## config.mk

```make
export PLATFORM = sky130hd
export DESIGN_NAME = sfp_norm
export DESIGN_NICKNAME = d
export VERILOG_FILES = /design/src/rtl/sfp_norm.sv
export SDC_FILE = /design/constraint.sdc
export NUM_CORES = 1
export LEC_CHECK = 0
export BUFFER_PORTS_ARGS = -buffer_cell sky130_fd_sc_hd__buf_4
export CORE_UTILIZATION = 45
export CTS_CLUSTER_SIZE = 25
export DETAILED_ROUTE_END_ITERATION = 10
export HOLD_SLACK_MARGIN = 0.05
export PLACE_DENSITY = 0.69
export SYNTH_ARGS = -nofsm -noshare
export SYNTH_HDL_FRONTEND = slang
export SYNTH_SLANG_ARGS = --single-unit
```

## constraint.sdc

```tcl
create_clock -name clk -period 8.05 [get_ports clk]
set_clock_uncertainty 0.05 [all_clocks]
set_input_delay 0.805 -clock clk [delete_from_list [all_inputs] [get_ports clk]]
set_output_delay 0.805 -clock clk [all_outputs]
set_load 0.03 [all_outputs]
```

## src/rtl/sfp_norm.sv

```systemverilog
// Row L1-sum and per-element fixed-point normalisation behind the psum memory.
// Optional macro SFP_RELU_EN: negative elements are clamped to zero before summing/dividing.
module sfp_norm #(
    parameter int col     = 8,
    parameter int bw_psum = 20,
    parameter int FRAC    = 8
) (
    input  logic                     clk,
    input  logic                     reset,
    input  logic [bw_psum*col-1:0]   in,
    input  logic                     in_valid,
    output logic                     in_ready,
    output logic [bw_psum+3:0]       sum_out,
    output logic                     sum_valid,
    output logic [bw_psum*col-1:0]   out,
    output logic                     out_valid,
    input  logic                     out_ready,
    output logic                     busy
);

    localparam int SW = bw_psum + 4;
    localparam int DW = SW + FRAC + 1;
    localparam int KW = $clog2(FRAC + 1);
    localparam int IW = (col > 1) ? $clog2(col) : 1;

    localparam logic [1:0] IDLE = 2'd0;
    localparam logic [1:0] SUM  = 2'd1;
    localparam logic [1:0] DIV  = 2'd2;
    localparam logic [1:0] DONE = 2'd3;

    logic [1:0]             state_q, state_d;
    logic [bw_psum*col-1:0] row_q, row_d;
    logic [SW-1:0]          sum_q, sum_d;
    logic                   sum_valid_q, sum_valid_d;
    logic [bw_psum*col-1:0] out_q, out_d;
    logic                   out_valid_q, out_valid_d;
    logic                   in_ready_q, in_ready_d;
    logic                   busy_q, busy_d;
    logic [IW-1:0]          idx_q, idx_d;
    logic [KW-1:0]          bit_q, bit_d;
    logic [DW-1:0]          rem_q, rem_d;
    logic [FRAC:0]          quo_q, quo_d;

    function automatic logic [SW-1:0] mag(input logic [bw_psum-1:0] p);
        logic [SW-1:0] ext;
        ext = {{4{p[bw_psum-1]}}, p};
`ifdef SFP_RELU_EN
        return p[bw_psum-1] ? '0 : ext;
`else
        return p[bw_psum-1] ? -ext : ext;
`endif
    endfunction

    logic [SW-1:0]      sum_comb;
    logic [bw_psum-1:0] elem;
    logic [SW-1:0]      m_cur;
    logic               first;
    logic [DW-1:0]      rem_cur, divs, rem_nx;
    logic               ge;
    logic [FRAC:0]      q_nx;
    logic [bw_psum-1:0] qx, res;

    always_comb begin
        sum_comb = '0;
        for (int unsigned i = 0; i < col; i++) begin
            sum_comb = sum_comb + mag(row_q[i*bw_psum +: bw_psum]);
        end
    end

    // One quotient bit per cycle; the first bit of each element loads the dividend directly.
    always_comb begin
        elem    = row_q[int'(idx_q)*bw_psum +: bw_psum];
        m_cur   = mag(elem);
        first   = (bit_q == KW'(FRAC));
        rem_cur = first ? (DW'(m_cur) << FRAC) : rem_q;
        divs    = DW'(sum_q) << bit_q;
        ge      = (sum_q != '0) && (rem_cur >= divs);
        rem_nx  = ge ? (rem_cur - divs) : rem_cur;
        q_nx    = first ? '0 : quo_q;
        if (ge) begin
            q_nx[bit_q] = 1'b1;
        end
        qx = {{(bw_psum-FRAC-1){1'b0}}, q_nx};
`ifdef SFP_RELU_EN
        res = qx;
`else
        res = elem[bw_psum-1] ? -qx : qx;
`endif
    end

    always_comb begin
        state_d     = state_q;
        row_d       = row_q;
        sum_d       = sum_q;
        sum_valid_d = sum_valid_q;
        out_d       = out_q;
        out_valid_d = out_valid_q;
        idx_d       = idx_q;
        bit_d       = bit_q;
        rem_d       = rem_q;
        quo_d       = quo_q;
        case (state_q)
            IDLE: begin
                if (in_valid) begin
                    row_d       = in;
                    sum_valid_d = 1'b0;
                    state_d     = SUM;
                end
            end
            SUM: begin
                sum_d       = sum_comb;
                sum_valid_d = 1'b1;
                idx_d       = '0;
                bit_d       = KW'(FRAC);
                rem_d       = '0;
                quo_d       = '0;
                state_d     = DIV;
            end
            DIV: begin
                rem_d = rem_nx;
                quo_d = q_nx;
                if (bit_q == '0) begin
                    out_d[int'(idx_q)*bw_psum +: bw_psum] = res;
                    bit_d = KW'(FRAC);
                    if (idx_q == IW'(col - 1)) begin
                        out_valid_d = 1'b1;
                        state_d     = DONE;
                    end else begin
                        idx_d = idx_q + IW'(1);
                    end
                end else begin
                    bit_d = bit_q - KW'(1);
                end
            end
            DONE: begin
                if (out_ready) begin
                    out_valid_d = 1'b0;
                    state_d     = IDLE;
                end
            end
            default: state_d = IDLE;
        endcase
        in_ready_d = (state_d == IDLE);
        busy_d     = (state_d != IDLE);
    end

    always_ff @(posedge clk or negedge reset) begin
        if (!reset) begin
            state_q     <= IDLE;
            row_q       <= '0;
            sum_q       <= '0;
            sum_valid_q <= 1'b0;
            out_q       <= '0;
            out_valid_q <= 1'b0;
            in_ready_q  <= 1'b1;
            busy_q      <= 1'b0;
            idx_q       <= '0;
            bit_q       <= '0;
            rem_q       <= '0;
            quo_q       <= '0;
        end else begin
            state_q     <= state_d;
            row_q       <= row_d;
            sum_q       <= sum_d;
            sum_valid_q <= sum_valid_d;
            out_q       <= out_d;
            out_valid_q <= out_valid_d;
            in_ready_q  <= in_ready_d;
            busy_q      <= busy_d;
            idx_q       <= idx_d;
            bit_q       <= bit_d;
            rem_q       <= rem_d;
            quo_q       <= quo_d;
        end
    end

    assign in_ready  = in_ready_q;
    assign busy      = busy_q;
    assign sum_out   = sum_q;
    assign sum_valid = sum_valid_q;
    assign out       = out_q;
    assign out_valid = out_valid_q;

endmodule

```

==> key figures, run 1 <==
STA
  • Max-slew headroom: 0.145
  • Hold Vio Cnt, Final: 0
  • RSZ-0062 raised after global routing: false
  • Period utilization: 0.911
  • Max-slew violations: 0
  • Min Clock Period, post-route: 7.33 ns
  • F_max: 136 MHz
  • Final setup vio count: 0
  • Tightest Pin Transition: 1.27 ns
  • Setup_tns: 0 ns

Die
  • Chip Height: 257 um
  • Core Region: 64300 um^2
  • Site row count: 93
  • Starting Density: 0.455
  • Die X: 257 um
  • # IOs: 352
  • Die area: 66000 um^2

Final layout
  • Fin nets: 3693
  • Diode count: 0
  • Fraction of layout cells with a size suffix above 1: 0.235
  • Syn-to-layout area delta: 18.0%
  • Design area: 34500 um^2
  • Fin cells: 4200
  • Core Util, Final: 0.537

Yosys
  • Sequential share of the synthesized area: 0.341
  • Async S/R FF share, synth: 1.00
  • Synth top area share: 0.341
  • Post-Synth Simple-Gate Area: 0.135
  • Area leader, netlist: dfrtp_1
  • Synth Area in XOR/XNOR: 0.0637
  • Largest family of logic cells by synthesized area: compound AO/OA/AOI/OAI gates
  • Cell variety after synth: 102
  • Number of synthesized flops with an enable pin: 0
  • Ys Warns: 0
  • Post-synthesis adder-cell area fraction: 0.128
  • Mapped Cells: 2974
  • Yosys reg bits: 399
  • Most common flop cell mapped by yosys: dfrtp_1
  • Mean Syn Cell Area: 9.83 um^2
  • Synth area leaders: dfrtp_1 34%, fa_1 9.3%, mux2_2 7.8%
  • Mux cell area share after synthesis: 0.133
  • Synth Area in Compound Gates: 0.164
  • Synth Cell Area: 29200 um^2

Drt
  • ANT nets after route: 0
  • Initial DRC Count: 2609
  • Vias per cell: 5.98
  • Total length of routed wires: 96800 um
  • Drt first pass iters: 9
  • Avg WL per Cell: 23.1 um
  • Vias: 25101
  • DRC: 0

Place
  • Placed Cells: 4117
  • Port buffer count: 351
  • DP Area: 32900 um^2
  • Final Wtd Congestion: 0.988
  • Detail Placement HPWL: 74900 um

Status
  • Outcome: complete, no violations

Run
  • Max cap viols: 0

CTS
  • Post_cts resized: 0
  • CTS Sinks: 399
  • Clock buffer depth: 3
  • TritonCTS buffer count: 46
  • CTS clk-pin slew, worst paths: 0.06 ns
  • CTS tree: yes
  • Number of hold buffers added after CTS: 0
  • Worst-Skew Late Latency: 0.62 ns
  • Setup Buffers After CTS: 0
  • Root buffer cell: clkbuf_16
  • Number of H-tree levels: 2

Worst setup path
  • CP top delay family: compound AO/OA/AOI/OAI gates
  • Slowest Stage Delay on Critical Path: 0.58 ns
  • Cell Chain, Critical Path: buf_4, mux4_2, mux2i_1, o211ai_1, nor2_1, nand4_1, nor2_1, a21oi_1, xor2_1, o21ai_0, ha_1, a21oi_1, o21ai_0, a221oi_1, nand3_2, o21a_1, a31oi_1, and3_2, ha_1, nand2_1, o21ai_0, a22oi_1, a2bb2oi_1, o21ai_0
  • Crit path DAT: 7.75 ns
  • Startpoint types: flop
  • Crit path max fanout: 33
  • Setup slack, reg-to-reg: 0.72 ns
  • CP Class: flop to flop
  • Required time of the critical path: 8.47 ns
  • Cell repeated most along the worst path: o21ai_0
  • Worst setup EP type: flop
  • CP bufs+invs: 1
  • CP max stage cell: dfrtp_2

Global routing
  • Initial antenna violation count: 1
  • Largest net degree at the start of global routing: 163
  • First-pass GRT wire length: 149000 um
  • Global route overflow: 0
  • Vias in the first global route: 24779
  • Gr usage total: 0.291

Min path
  • Hold WC Path Type: input pin to asynchronous set/reset pin
-- routing by layer --
metal	GRT usage	routed length, um	up-vias
li1	-	-	11348
met1	0.404	41000	12291
met2	0.459	44700	1224
met3	0.0441	7430	238
met4	0.108	3720	0
met5	0	0	-
-- cells in the final DEF, fill, tap and decap left out, types with 82 or more instances in the layout --
cell type  synthesis  routed
nand2_1          297     296
mux2_2           202     202
xnor2_1          131     130
o21ai_0          182     182
buf_4              1     392
inv_1            135     135
nor2_1           233     233
ha_1              82      82
a21oi_1          187     187
fa_1             136     136
dfrtp_1          398     396
-- cell type report --
type	count	area (um^2)
Sequential cell	399	9990
Fill cell	5750	29800
Clock buffer	64	1340
Inverter	138	518
Timing Repair Buffer	396	3020
Clock inverter	18	258
Multi-Input combinational cell	2330	18300
Tap cell	855	1070
-- cells by family after synthesis --
family	count (synthesis)
AO/OA/AOI/OAI	728
XOR/XNOR	211
adder cells (fa/ha/maj)	218
buffers and inverters	267
flip-flops	399
multiplexers	304
other	2
AND/OR/NAND/NOR	845
-- Yosys cell counts, types with 12 or more instances --
cell type  instances
a21oi_1          187
o21ai_0          182
a21o_1            28
a31oi_1           42
nor3_1            58
o41ai_1           25
ha_1              82
nand2_1          297
clkbuf_1          97
fa_1             136
o22ai_1           24
inv_1            135
and2_1            15
dfrtp_1          398
a22oi_1           14
or3_1             26
buf_1             19
o31ai_1           49
o21a_1            15
mux2i_1           53
nor2b_1           13
nor2_1           233
xor2_1            78
nand4_1           17
o21ai_1           17
xnor2_1          131
or2_2             15
and3_1            18
mux4_2            47
a22o_1            12
nand3_1           48
nand2b_1          38
or4_1             19
nor4_1            17
mux2_2           202
-- sequential cells by signal, indices dropped and copies added (netlist names) --
register   cells
idx_q          3
in_ready       1
out          160
busy           1
rem_q         33
sum_valid      1
quo_q          9
state_q        2
sum_out       24
bit_q          4
row_q        160
out_valid      1
-- stage by stage --
step                hold WS, ns  setup slack (ns)
finish                    0.178             0.719
detailed placement        0.418             0.610
global route              0.242             0.188
CTS                       0.208             0.603
global placement          0.406             0.828
floorplan                 0.392              1.91
-- final timing paths --
path / end / cells past startpoint / start
max: out[124] / 24 / idx_q[1]
min: rem_q[6] / 1 / reset
max reg2reg: out[124] / 24 / idx_q[1]
min reg2reg: rem_q[29] / 2 / rem_q[29]
max in group asynchronous: row_q[121] / 2 / reset
min in group clk: row_q[55] / 2 / in[55]
Power of run 1 is not shown: default switching activity piles up to over one toggle a cycle in this logic, so the estimate is an artifact.
==> inputs of run 2 (changes only) <==
--- a/config.mk
+++ b/config.mk
@@ -6,11 +6,11 @@
 export NUM_CORES = 1
 export LEC_CHECK = 0
 export BUFFER_PORTS_ARGS = -buffer_cell sky130_fd_sc_hd__buf_4
-export CORE_UTILIZATION = 45
+export CORE_UTILIZATION = 30
 export CTS_CLUSTER_SIZE = 25
 export DETAILED_ROUTE_END_ITERATION = 10
 export HOLD_SLACK_MARGIN = 0.05
-export PLACE_DENSITY = 0.69
+export PLACE_DENSITY = 0.52
 export SYNTH_ARGS = -nofsm -noshare
 export SYNTH_HDL_FRONTEND = slang
 export SYNTH_SLANG_ARGS = --single-unit
==> run 2 against run 1 <==
Die area increased by 50%. Utilization fell by 17 points. Highest routed layer unchanged. Cell area rose by 2.2%. First-iteration DRC count is 18% lower. Non-clock buffer count grew 13. Critical path depth down 1. Count of clock-buffer cells in the layout grew 2.
==> key figures, run 2 (synthesis gave the netlist of run 1 again) <==
Die
  • # IOs: 352
  • Die area: 98700 um^2
  • Die X: 314 um
  • Site row count: 114
  • Core Region: 96600 um^2
  • Chip Height: 314 um
  • Starting Density: 0.303

Worst setup path
  • Slowest Stage Delay on Critical Path: 0.72 ns
  • CP Class: flop to flop
  • Cell Chain, Critical Path: mux4_2, mux2i_1, ha_1, nand3_1, inv_1, nand4_1, nor2_1, a21oi_1, xor2_1, o21ai_0, ha_1, a21oi_1, o21ai_0, a221oi_1, nand3_2, o21a_1, buf_4, a31o_4, o31ai_4, nor2_2, a22o_1, a21oi_1, a21oi_1
  • Crit path max fanout: 27
  • Worst setup EP type: flop
  • CP max stage cell: dfrtp_2
  • Startpoint types: flop
  • Crit path DAT: 7.97 ns
  • Cell repeated most along the worst path: a21oi_1
  • CP bufs+invs: 2
  • Required time of the critical path: 8.50 ns
  • CP top delay family: compound AO/OA/AOI/OAI gates

CTS
  • Clock buffer depth: 3
  • CTS tree: yes
  • Worst-Skew Late Latency: 0.66 ns
  • CTS Sinks: 399
  • CTS clk-pin slew, worst paths: 0.07 ns
  • Number of H-tree levels: 2
  • TritonCTS buffer count: 50
  • Root buffer cell: clkbuf_16
  • Number of hold buffers added after CTS: 0
  • Post_cts resized: 0

Min path
  • Hold WC Path Type: input pin to asynchronous set/reset pin

Drt
  • Vias per cell: 5.33
  • Vias: 24751
  • DRC: 0
  • Total length of routed wires: 109000 um
  • Initial DRC Count: 2128
  • Avg WL per Cell: 23.5 um
  • ANT nets after route: 0
  • Drt first pass iters: 6

STA
  • F_max: 133 MHz
  • Max-slew violations: 0
  • Setup_tns: 0 ns
  • Tightest Pin Transition: 1.10 ns
  • Final setup vio count: 0
  • RSZ-0062 raised after global routing: false
  • Hold Vio Cnt, Final: 0
  • Min Clock Period, post-route: 7.52 ns
  • Max-slew headroom: 0.268
  • Period utilization: 0.934

Global routing
  • Largest net degree at the start of global routing: 122
  • First-pass GRT wire length: 163000 um
  • Gr usage total: 0.218
  • Global route overflow: 0
  • Initial antenna violation count: 4
  • Vias in the first global route: 24457

Place
  • Detail Placement HPWL: 85200 um
  • Final Wtd Congestion: 0.966
  • Port buffer count: 351

Final layout
  • Area of the multi-input gates: 18300 um^2
  • Fraction of layout cells with a size suffix above 1: 0.239
  • Commonest non-fill, non-tap cell in the layout: buf_4
  • # fillers: 9792
  • Most frequent cells in the layout: 403 x buf_4, 396 x dfrtp_1, 296 x nand2_1
  • Register area: 9990 um^2
  • Fin nets: 3710
  • Syn-to-layout area delta: 20.6%

Status
  • Outcome: complete, no violations

Run
  • Max cap viols: 0
[run 2: cell count changes in the layout (fill, tap and decap cells not counted), moves of 2 or more]
| cell | change |
|---|---|
| clkbuf_1 | +5 |
| buf_4 | +11 |
| clkinv_16 | +2 |
| buf_12 | +2 |
| clkinv_2 | +5 |
| clkinv_4 | -4 |
| clkbuf_16 | +4 |
| clkbuf_8 | -7 |
[run 2: final timing paths]
kind,startpoint,endpoint,slack (ns),depth (start not counted)
max in group asynchronous,reset,out[98],6.28,2
worst max register to register,idx_q[1],out[152],0.53,23
min in group clk,in[55],row_q[55],0.33,2
worst max-delay path,idx_q[1],out[152],0.53,23
worst min-delay path,reset,sum_out[9],0.15,1
worst min register to register,rem_q[29],rem_q[29],0.43,2
[run 2: layout make-up]
cell class	instances	share of cell area
flip-flops and latches	399	0.283
well taps	1276	0.0453
clock buffers	66	0.0386
multi-input cells	2330	0.520
repair buffers	409	0.0890
inverters	138	0.0147
clock inverters	23	0.00947
diodes	1	0.0000709
[run 2: repair_timing]
action	CTS	global route
endpoints found under the hold margin	0	0
setup endpoints to repair	0	34
buffers inserted	0	1
[run 2: stage by stage]
stage | cell area [um^2] | instances | setup slack (ns) | utilization | hold slack, ns
6_report | 35300 | 4642 | 0.532 | 0.365 | 0.151
5_1_grt | 35300 | 4641 | 0.0778 | 0.365 | 0.211
4_1_cts | 35300 | 4640 | 0.306 | 0.365 | 0.161
3_5_place_dp | 33600 | 4551 | 0.324 | 0.348 | 0.421
3_3_place_gp | 33600 | 4551 | 0.555 | 0.348 | 0.403
2_1_floorplan | 29300 | 2996 | 1.91 | - | 0.392
[run 2: metal layers]
metal / track usage / wire [um] / share of wire / vias up
met1: 0.307 / 49200 / 0.45 / 12291
met2: 0.351 / 50900 / 0.47 / 912
met4: 0.0647 / 3130 / 0.029 / 0
li1: - / - / - / 11393
met5: 0 / 0 / 0 / -
met3: 0.0260 / 5980 / 0.055 / 155
Power of run 2 is left out for the same reason.
